--- config.mk ---
export PLATFORM = sky130hd
export DESIGN_NAME = capture_wr_buffer
export DESIGN_NICKNAME = d
export VERILOG_FILES = /design/src/rtl/capture_wr_buffer.sv
export SDC_FILE = /design/constraint.sdc
export NUM_CORES = 1
export LEC_CHECK = 0
export BUFFER_PORTS_ARGS = -buffer_cell sky130_fd_sc_hd__buf_2
export CORE_UTILIZATION = 45
export CTS_BUF_LIST = sky130_fd_sc_hd__clkbuf_2 sky130_fd_sc_hd__clkbuf_4 sky130_fd_sc_hd__clkbuf_8
export DETAILED_ROUTE_END_ITERATION = 8
export PLACE_DENSITY = 0.72
export SETUP_SLACK_MARGIN = 0.3
export SLEW_MARGIN = 10
export SYNTH_ARGS = -nofsm -noshare
export SYNTH_HDL_FRONTEND = slang
export SYNTH_SLANG_ARGS = --single-unit
--- constraint.sdc ---
create_clock -name iclk -period 8.7 [get_ports iclk]
set_input_delay 0 -clock iclk [delete_from_list [all_inputs] [get_ports iclk]]
set_output_delay 0 -clock iclk [all_outputs]
set_load 0.01 [all_outputs]
--- src/rtl/capture_wr_buffer.sv ---
// Capture-side write buffer: FIFOs camera pixel writes and replays them to a
// stall-capable frame-buffer port over req/ack. Optional stats via CAPTURE_WR_STATS_EN.
module capture_wr_buffer #(
   parameter int DEPTH  = 16,
   parameter int ADDR_W = 19,
   parameter int DATA_W = 24
) (
   input  logic                     iclk,
   input  logic                     ireset,
   input  logic                     iwr_en,
   input  logic [ADDR_W-1:0]        iaddr,
   input  logic [DATA_W-1:0]        idata,
   input  logic                     iclr_ovf,
   input  logic                     imem_ack,
   output logic                     omem_req,
   output logic [ADDR_W-1:0]        omem_addr,
   output logic [DATA_W-1:0]        omem_data,
   output logic [$clog2(DEPTH):0]   ofifo_level,
   output logic                     oovf
`ifdef CAPTURE_WR_STATS_EN
   ,
   output logic [15:0]              oframe_cnt,
   output logic [15:0]              odrop_cnt
`endif
);

   localparam int PTR_W   = $clog2(DEPTH);
   localparam int LVL_W   = PTR_W + 1;
   localparam int ENTRY_W = ADDR_W + DATA_W;

   localparam logic [0:0] ST_IDLE = 1'b0;
   localparam logic [0:0] ST_REQ  = 1'b1;

   localparam logic [LVL_W-1:0] FULL_LVL = LVL_W'(DEPTH);
   localparam logic [LVL_W-1:0] ZERO_LVL = {LVL_W{1'b0}};
   localparam logic [LVL_W-1:0] ONE_LVL  = {{(LVL_W-1){1'b0}}, 1'b1};
   localparam logic [PTR_W-1:0] ONE_PTR  = {{(PTR_W-1){1'b0}}, 1'b1};

   logic [ENTRY_W-1:0] mem_q [DEPTH];

   logic [PTR_W-1:0]  wr_ptr_q, wr_ptr_d;
   logic [PTR_W-1:0]  rd_ptr_q, rd_ptr_d;
   logic [LVL_W-1:0]  level_q, level_d;
   logic [0:0]        state_q, state_d;
   logic              req_q, req_d;
   logic [ADDR_W-1:0] addr_q, addr_d;
   logic [DATA_W-1:0] data_q, data_d;
   logic              ovf_q, ovf_d;

   logic              push_s;
   logic              drop_s;
   logic              pop_s;
   logic [ENTRY_W-1:0] head_s;

   assign head_s = mem_q[rd_ptr_q];

   // Push acceptance: a full FIFO always drops, even if a pop happens the same edge.
   always_comb begin
      push_s = 1'b0;
      drop_s = 1'b0;
      if (iwr_en) begin
         if (level_q == FULL_LVL) begin
            drop_s = 1'b1;
         end else begin
            push_s = 1'b1;
         end
      end else begin
         push_s = 1'b0;
      end
   end

   // Output FSM: loads the head into the output registers and holds it until acked.
   always_comb begin
      state_d = state_q;
      req_d   = req_q;
      addr_d  = addr_q;
      data_d  = data_q;
      pop_s   = 1'b0;
      case (state_q)
         ST_IDLE: begin
            if (level_q != ZERO_LVL) begin
               pop_s   = 1'b1;
               {addr_d, data_d} = head_s;
               req_d   = 1'b1;
               state_d = ST_REQ;
            end else begin
               req_d   = 1'b0;
            end
         end
         ST_REQ: begin
            if (imem_ack) begin
               if (level_q != ZERO_LVL) begin
                  pop_s = 1'b1;
                  {addr_d, data_d} = head_s;
                  req_d = 1'b1;
               end else begin
                  req_d   = 1'b0;
                  state_d = ST_IDLE;
               end
            end else begin
               req_d = 1'b1;
            end
         end
         default: begin
            req_d   = 1'b0;
            state_d = ST_IDLE;
         end
      endcase
   end

   // Pointer, level and sticky-overflow next state; overflow set beats clear.
   always_comb begin
      wr_ptr_d = push_s ? (wr_ptr_q + ONE_PTR) : wr_ptr_q;
      rd_ptr_d = pop_s  ? (rd_ptr_q + ONE_PTR) : rd_ptr_q;
      level_d  = level_q;
      if (push_s && !pop_s) begin
         level_d = level_q + ONE_LVL;
      end else if (pop_s && !push_s) begin
         level_d = level_q - ONE_LVL;
      end else begin
         level_d = level_q;
      end
      if (drop_s) begin
         ovf_d = 1'b1;
      end else if (iclr_ovf) begin
         ovf_d = 1'b0;
      end else begin
         ovf_d = ovf_q;
      end
   end

   // FIFO storage; contents need no reset since the level counter gates every read.
   always_ff @(posedge iclk) begin
      if (push_s) begin
         mem_q[wr_ptr_q] <= {iaddr, idata};
      end
   end

   // Control and output registers with synchronous reset.
   always_ff @(posedge iclk) begin
      if (ireset) begin
         wr_ptr_q <= {PTR_W{1'b0}};
         rd_ptr_q <= {PTR_W{1'b0}};
         level_q  <= ZERO_LVL;
         state_q  <= ST_IDLE;
         req_q    <= 1'b0;
         addr_q   <= {ADDR_W{1'b0}};
         data_q   <= {DATA_W{1'b0}};
         ovf_q    <= 1'b0;
      end else begin
         wr_ptr_q <= wr_ptr_d;
         rd_ptr_q <= rd_ptr_d;
         level_q  <= level_d;
         state_q  <= state_d;
         req_q    <= req_d;
         addr_q   <= addr_d;
         data_q   <= data_d;
         ovf_q    <= ovf_d;
      end
   end

   assign omem_req    = req_q;
   assign omem_addr   = addr_q;
   assign omem_data   = data_q;
   assign ofifo_level = level_q;
   assign oovf        = ovf_q;

`ifdef CAPTURE_WR_STATS_EN
   logic [15:0] frame_cnt_q, frame_cnt_d;
   logic [15:0] drop_cnt_q, drop_cnt_d;

   // Saturating counters; a drop in the same cycle as a clear still counts.
   always_comb begin
      if (push_s && (iaddr == {ADDR_W{1'b0}}) && (frame_cnt_q != 16'hFFFF)) begin
         frame_cnt_d = frame_cnt_q + 16'd1;
      end else begin
         frame_cnt_d = frame_cnt_q;
      end
      if (drop_s) begin
         drop_cnt_d = (drop_cnt_q != 16'hFFFF) ? (drop_cnt_q + 16'd1) : drop_cnt_q;
      end else if (iclr_ovf) begin
         drop_cnt_d = 16'd0;
      end else begin
         drop_cnt_d = drop_cnt_q;
      end
   end

   // Statistics registers.
   always_ff @(posedge iclk) begin
      if (ireset) begin
         frame_cnt_q <= 16'd0;
         drop_cnt_q  <= 16'd0;
      end else begin
         frame_cnt_q <= frame_cnt_d;
         drop_cnt_q  <= drop_cnt_d;
      end
   end

   assign oframe_cnt = frame_cnt_q;
   assign odrop_cnt  = drop_cnt_q;
`endif

endmodule

==> results of run 1 <==
## worst max-delay path: stages (launching register included)
cell	delay (ns)
dfxtp_1	0.40
nor4_4	0.47
a21boi_4	0.09
buf_4	0.29
inv_2	0.71
ha_1	0.31
inv_1	0.11
fa_1	0.42
a21o_1	0.19
a21oi_1	0.16
mux2i_1	0.22
mux2_2	0.34
## layout make-up
type / count / share of cell area
timing repair buffer: 176 / 0.0367
antenna: 1 / 0.0000765
tap: 837 / 0.0320
inverter: 6 / 0.000688
clock inverter: 45 / 0.0125
sequential: 750 / 0.670
clock buffer: 152 / 0.0570
multi-input combinational: 565 / 0.191
## power by group
part / internal [mW] / switching, mW / total (mW)
combinational: 0.651 / 0.842 / 1.49
sequential: 4.14 / 0.173 / 4.31
clock: 1.62 / 1.26 / 2.88
total: 6.41 / 2.28 / 8.69
## cells by family (layout without fill, tap and decap cells)
group,count (synthesis),after routing,synth area share
flip-flops,750,750,0.770
multiplexers,298,298,0.149
AO/OA/AOI/OAI,130,130,0.0366
AND/OR/NAND/NOR,118,118,0.0232
buffers and inverters,85,379,0.0143
adder cells (fa/ha/maj),10,10,0.00466
XOR/XNOR,9,9,0.00277
other,0,1,0
## layer usage
layer,part of all wire,vias up
met4,0.014,6
met1,0.41,7421
met5,0.00066,-
met2,0.50,533
li1,-,6210
met3,0.078,66
## flip-flops by register name, indices dropped and copies added (netlist names), named ones only
register	cells
oovf	1
ofifo_level	5
wr_ptr_q	4
mem_q	688
omem_addr	19
omem_req	1
omem_data	24
rd_ptr_q	4
## synth_stat cells, drive strengths merged
cell type / number / area share
nor2: 47 / 0.0062
clkbuf: 29 / 0.0038
mux2: 1 / 0.00040
a21boi: 2 / 0.00066
dfxtp: 62 / 0.044
xor2: 6 / 0.0018
o211ai: 4 / 0.0012
xnor2: 3 / 0.00092
ha: 9 / 0.0040
mux4: 100 / 0.079
nand2: 6 / 0.00079
buf: 50 / 0.0097
nand3b: 30 / 0.0079
o221ai: 25 / 0.012
nor4: 19 / 0.0047
or3b: 3 / 0.00092
nor3: 4 / 0.00070
and3: 2 / 0.00044
inv: 6 / 0.00079
edfxtp: 688 / 0.73
o31ai: 1 / 0.00026
a21o: 2 / 0.00053
mux2i: 197 / 0.069
fa: 1 / 0.00070
nand3: 1 / 0.00018
or3: 2 / 0.00044
nand2b: 3 / 0.00066
a32oi: 1 / 0.00031
a211oi: 18 / 0.0047
a21oi: 4 / 0.00070
a31oi: 1 / 0.00022
or4: 1 / 0.00026
o22ai: 72 / 0.016
## final timing paths
| path | depth (start not counted) | end | start |
|---|---|---|---|
| min | 2 | mem_q[6][40] | iaddr[16] |
| max reg2reg | 11 | ofifo_level[4] | ofifo_level[0] |
| max | 11 | ofifo_level[4] | ofifo_level[0] |
| min reg2reg | 2 | flop | rd_ptr_q[1] |
## per-stage QoR
stage / hold slack [ns] / total power, mW
after floorplan: 0.0989 / 5.38
after global placement: 0.320 / 5.84
after detailed placement: 0.324 / 5.88
after CTS: 0.150 / 8.76
after global routing: 0.222 / 9.03
final: 0.220 / 8.69
==> run summary, run 1 <==
most frequent cells in the layout -> edfxtp_1 (688), mux2i_1 (197), clkbuf_8 (116), mux4_2 (100), buf_2 (97)
Synth Instances -> 1400
worst setup margin -> 4.88 ns
area grow syn2layout -> 15.0%
leakage power -> 10.2 nW
die area -> 64200 sq um
Die Span Y -> 253 um
Pins Over Slew Limit -> 0
clk_lat worst skew -> 0.71 ns
placed instance area -> 30000 sq um
clk_skew -> 0.0498 ns
Power Density -> 265 nW/um^2
commonest non-fill, non-tap cell in the layout -> edfxtp_1
post-route cell area -> 32700 sq um
nets -> 1665
Period Utilization, post-route -> 0.439
largest net degree at the start of global routing -> 64
unrepaired setup endpoints after global routing -> false
Core Util, Final -> 0.527
final WL -> 61900 um
Core ar. -> 62100 sq um
syn_area_per_cell -> 20.3 sq um
Placed Instances -> 2285
M3 GR Usage -> 0.0385
Initial DRC Count -> 1496
synth warn -> 0
initial antenna violation count -> 4
setup_tns -> 0 ns
input/output buffers -> 97
Final min period -> 3.82 ns
critical path data arrival time -> 4.43 ns
met1 Usage GRT -> 0.261
Post-CTS Hold Fix Bufs -> 49
initial core utilization -> 0.459
Max clock buf depth -> 3
cell area after synthesis -> 28500 sq um
GRT Overall Usage -> 0.197
vias in the first global route -> 14718
fillcell total -> 4690
Setup Buffers After CTS -> 0
first-pass GRT wire length -> 91700 um
TritonCTS clock tree -> done
Max transition margin -> 0.218
sequential fraction of the synthesis area -> 0.770
Tightest Hold Check Type -> input port to flop
# clock sinks -> 750
DP Wirelength -> 29300 um
Yosys reg bits -> 750
outcome -> finished clean
Ports -> 98
FF-to-FF setup slack -> 4.88 ns
Pre-Repair DR Iteration Count -> 5
CTS root buf -> clkbuf_8
global route hottest layer -> met2
Distinct cells, synth -> 41
final hold viol count -> 0
Worst-Margin Slew -> 1.17 ns
Inserted Clock Buffers -> 108
Crit Path Category -> flop to flop
H-tree level count -> 3
layout cells sized above 1 -> 0.262
Post-DRT Antenna Nets -> 0
Syn Nets -> 1458
Max-cap violations -> 0
critical path startpoint category -> flop
Rows -> 91
Non-Filler Instances -> 2532
Req. time, crit path -> 9.31 ns
# setup viols final -> 0
Die Width -> 253 um
Setup WS pre-CTS -> 4.87 ns
crit path max fanout -> 40
Setup crit end kind -> flop
footprint of the multi-input gates -> 6270 sq um
WL/cell -> 24.4 um
Clk pin slew, worst setup/hold paths -> 0.07 ns
post-cts sizing count -> 0
vias -> 14236
area occupied by registers -> 21900 sq um
# DRC -> 0
gpl congestion -> 0.736
met2 Usage GRT -> 0.327
peak ir drop on the vdd network -> 0.000192 V
grt total ovfl -> 0
fmax -> 262 MHz
Vias per Instance -> 5.62
Note: power is estimated with default switching activity, not from simulation.
==> inputs of run 2 (changes only) <==
- PLACE_DENSITY: 0.72 -> 0.74
- clock period: 8.7 -> 3.1 ns (I/O delays scaled with it)
==> run 2 against run 1 <==
Compared with the run above:
- clock skew down 0.021 ns
- non-clock buffer count rose by 22
- sequential share of layout area shrank 0.80 points
- global-route usage is 0.73 points lower
- critical path type unchanged
- highest routed layer unchanged
- largest cell class unchanged
- clock power increased to 2.8 times the previous value
- sequential power grew to 2.8 times the previous value
- combinational power grew to 3.0 times the previous value
- worst hold slack lost 0.014 ns
- critical endpoint unchanged
- cell count is 1.1% higher
==> run summary, run 2 (synthesis results as in run 1) <==
Tightest Hold Check Type -> input port to flop
peak ir drop on the vdd network -> 0.000394 V
final WL -> 60200 um
Crit Path Category -> flop to flop
die area -> 64200 sq um
clk_skew -> 0.0293 ns
Pwr Total -> 24.5 mW
first-pass GRT wire length -> 90000 um
input/output buffers -> 97
Sequential Power Share -> 0.492
clk_lat worst skew -> 0.72 ns
Req. time, crit path -> 3.69 ns
critical path startpoint category -> flop
# DRC -> 0
crit path max fanout -> 6
initial antenna violation count -> 1
Core Util, Final -> 0.534
largest register by flop count -> mem_q
post-route cell area -> 33100 sq um
nets -> 1687
Non-Filler Instances -> 2561
Placed Instances -> 2306
Setup WS pre-CTS -> 0.353 ns
Pins Over Slew Limit -> 0
Inserted Clock Buffers -> 108
setup_tns -> 0 ns
Max clock buf depth -> 3
GRT Overall Usage -> 0.189
Logic pwr share -> 0.181
Setup crit end kind -> flop
leakage power -> 10.4 nW
vias in the first global route -> 14860
worst setup margin -> 0.456 ns
Psw -> 6.54 mW
H-tree level count -> 3
largest net degree at the start of global routing -> 69
Max-cap violations -> 0
CTS root buf -> clkbuf_8
vias -> 14280
Vias per Instance -> 5.58
fmax -> 378 MHz
most frequent cells in the layout -> edfxtp_1 (688), mux2i_1 (197), clkbuf_8 (122), mux4_2 (100), buf_2 (97)
WL/cell -> 23.5 um
Hold WS -> 0.206 ns
Initial DRC Count -> 1336
Clk pin slew, worst setup/hold paths -> 0.06 ns
switching part of the total -> 0.267
Max transition margin -> 0.294
final hold viol count -> 0
initial core utilization -> 0.459
placed instance area -> 30400 sq um
# setup viols final -> 0
commonest non-fill, non-tap cell in the layout -> edfxtp_1
Int Pwr -> 17.9 mW
DP Wirelength -> 33400 um
gpl congestion -> 0.745
unrepaired setup endpoints after global routing -> false
Ports -> 98
Worst-Margin Slew -> 1.06 ns
outcome -> finished clean
# clock sinks -> 750
max FFs per register -> 688
Core ar. -> 62100 sq um
Final min period -> 2.64 ns
Period Utilization, post-route -> 0.853
TritonCTS clock tree -> done
Pre-Repair DR Iteration Count -> 5
Die Span Y -> 253 um
Clock Power Share -> 0.328
grt total ovfl -> 0
layout cells sized above 1 -> 0.283
area grow syn2layout -> 16.4%
Post-DRT Antenna Nets -> 0
Rows -> 91
Die Width -> 253 um
Power Density -> 738 nW/um^2
critical path data arrival time -> 3.24 ns
## run 2: cell types whose count changed in the layout (fill, tap and decap cells not counted)
cell           before  now
buf_12              0   17
clkinv_2            6   12
clkinv_4            0    1
dfxtp_2             0    4
clkbuf_4           36   44
nor3_4              0    4
clkbuf_8          116  122
nor3_2              4    0
bufinv_16           8    3
dfxtp_1            59   55
dlygate4sd3_1      49   48
clkinv_1           26   17
buf_4              30   36
## run 2: critical path: stages, from the launching register on
cell	delay, ns
dfxtp_2	0.37
nor4_4	0.25
buf_4	0.18
a21boi_4	0.06
inv_2	0.06
ha_1	0.15
inv_1	0.11
fa_1	0.42
a21o_1	0.20
a21oi_1	0.16
mux2i_1	0.22
mux2_2	0.35
## run 2: layout make-up
| class | instances | area [sq um] |
|---|---|---|
| Inverter | 6 | 22.5 |
| Multi-Input combinational cell | 565 | 6290 |
| Antenna cell | 1 | 2.50 |
| Timing Repair Buffer | 198 | 1580 |
| Clock buffer | 166 | 2010 |
| Fill cell | 4595 | 28900 |
| Sequential cell | 750 | 21900 |
| Tap cell | 837 | 1050 |
| Clock inverter | 38 | 263 |
## run 2: metal layers
metal	up-vias	global-route usage	wire [um]
met4	2	0.0644	1250
met1	7438	0.249	24800
met3	86	0.0373	3980
li1	6258	-	-
met2	496	0.315	30200
met5	-	0	10
## run 2: power by group through the flow
| stage | Clock, mW | Sequential (mW) | Combinational [mW] |
|---|---|---|---|
| floorplan | 0 | 12.2 | 2.91 |
| global placement | 0 | 12.2 | 4.26 |
| detailed placement | 0 | 12.2 | 4.36 |
| CTS | 8.14 | 12.0 | 4.42 |
| global route | 8.55 | 12.1 | 4.73 |
| finish | 8.02 | 12.0 | 4.41 |
## run 2: repair_timing
action                     CTS  global route
resized for setup            0             4
hold endpoints to repair   709             0
setup buffers                0             2
hold buffers                48             0
setup endpoints to repair    0             7
## run 2: path summary, 6_finish.rpt
| kind | slack, ns | to | cells after the start | start |
|---|---|---|---|---|
| worst min-delay path | 0.21 | mem_q[4][14] | 2 | idata[14] |
| worst min register to register | 0.48 | flop | 2 | rd_ptr_q[1] |
| worst max-delay path | 0.46 | ofifo_level[4] | 11 | ofifo_level[1] |
| worst max register to register | 0.46 | ofifo_level[4] | 11 | ofifo_level[1] |
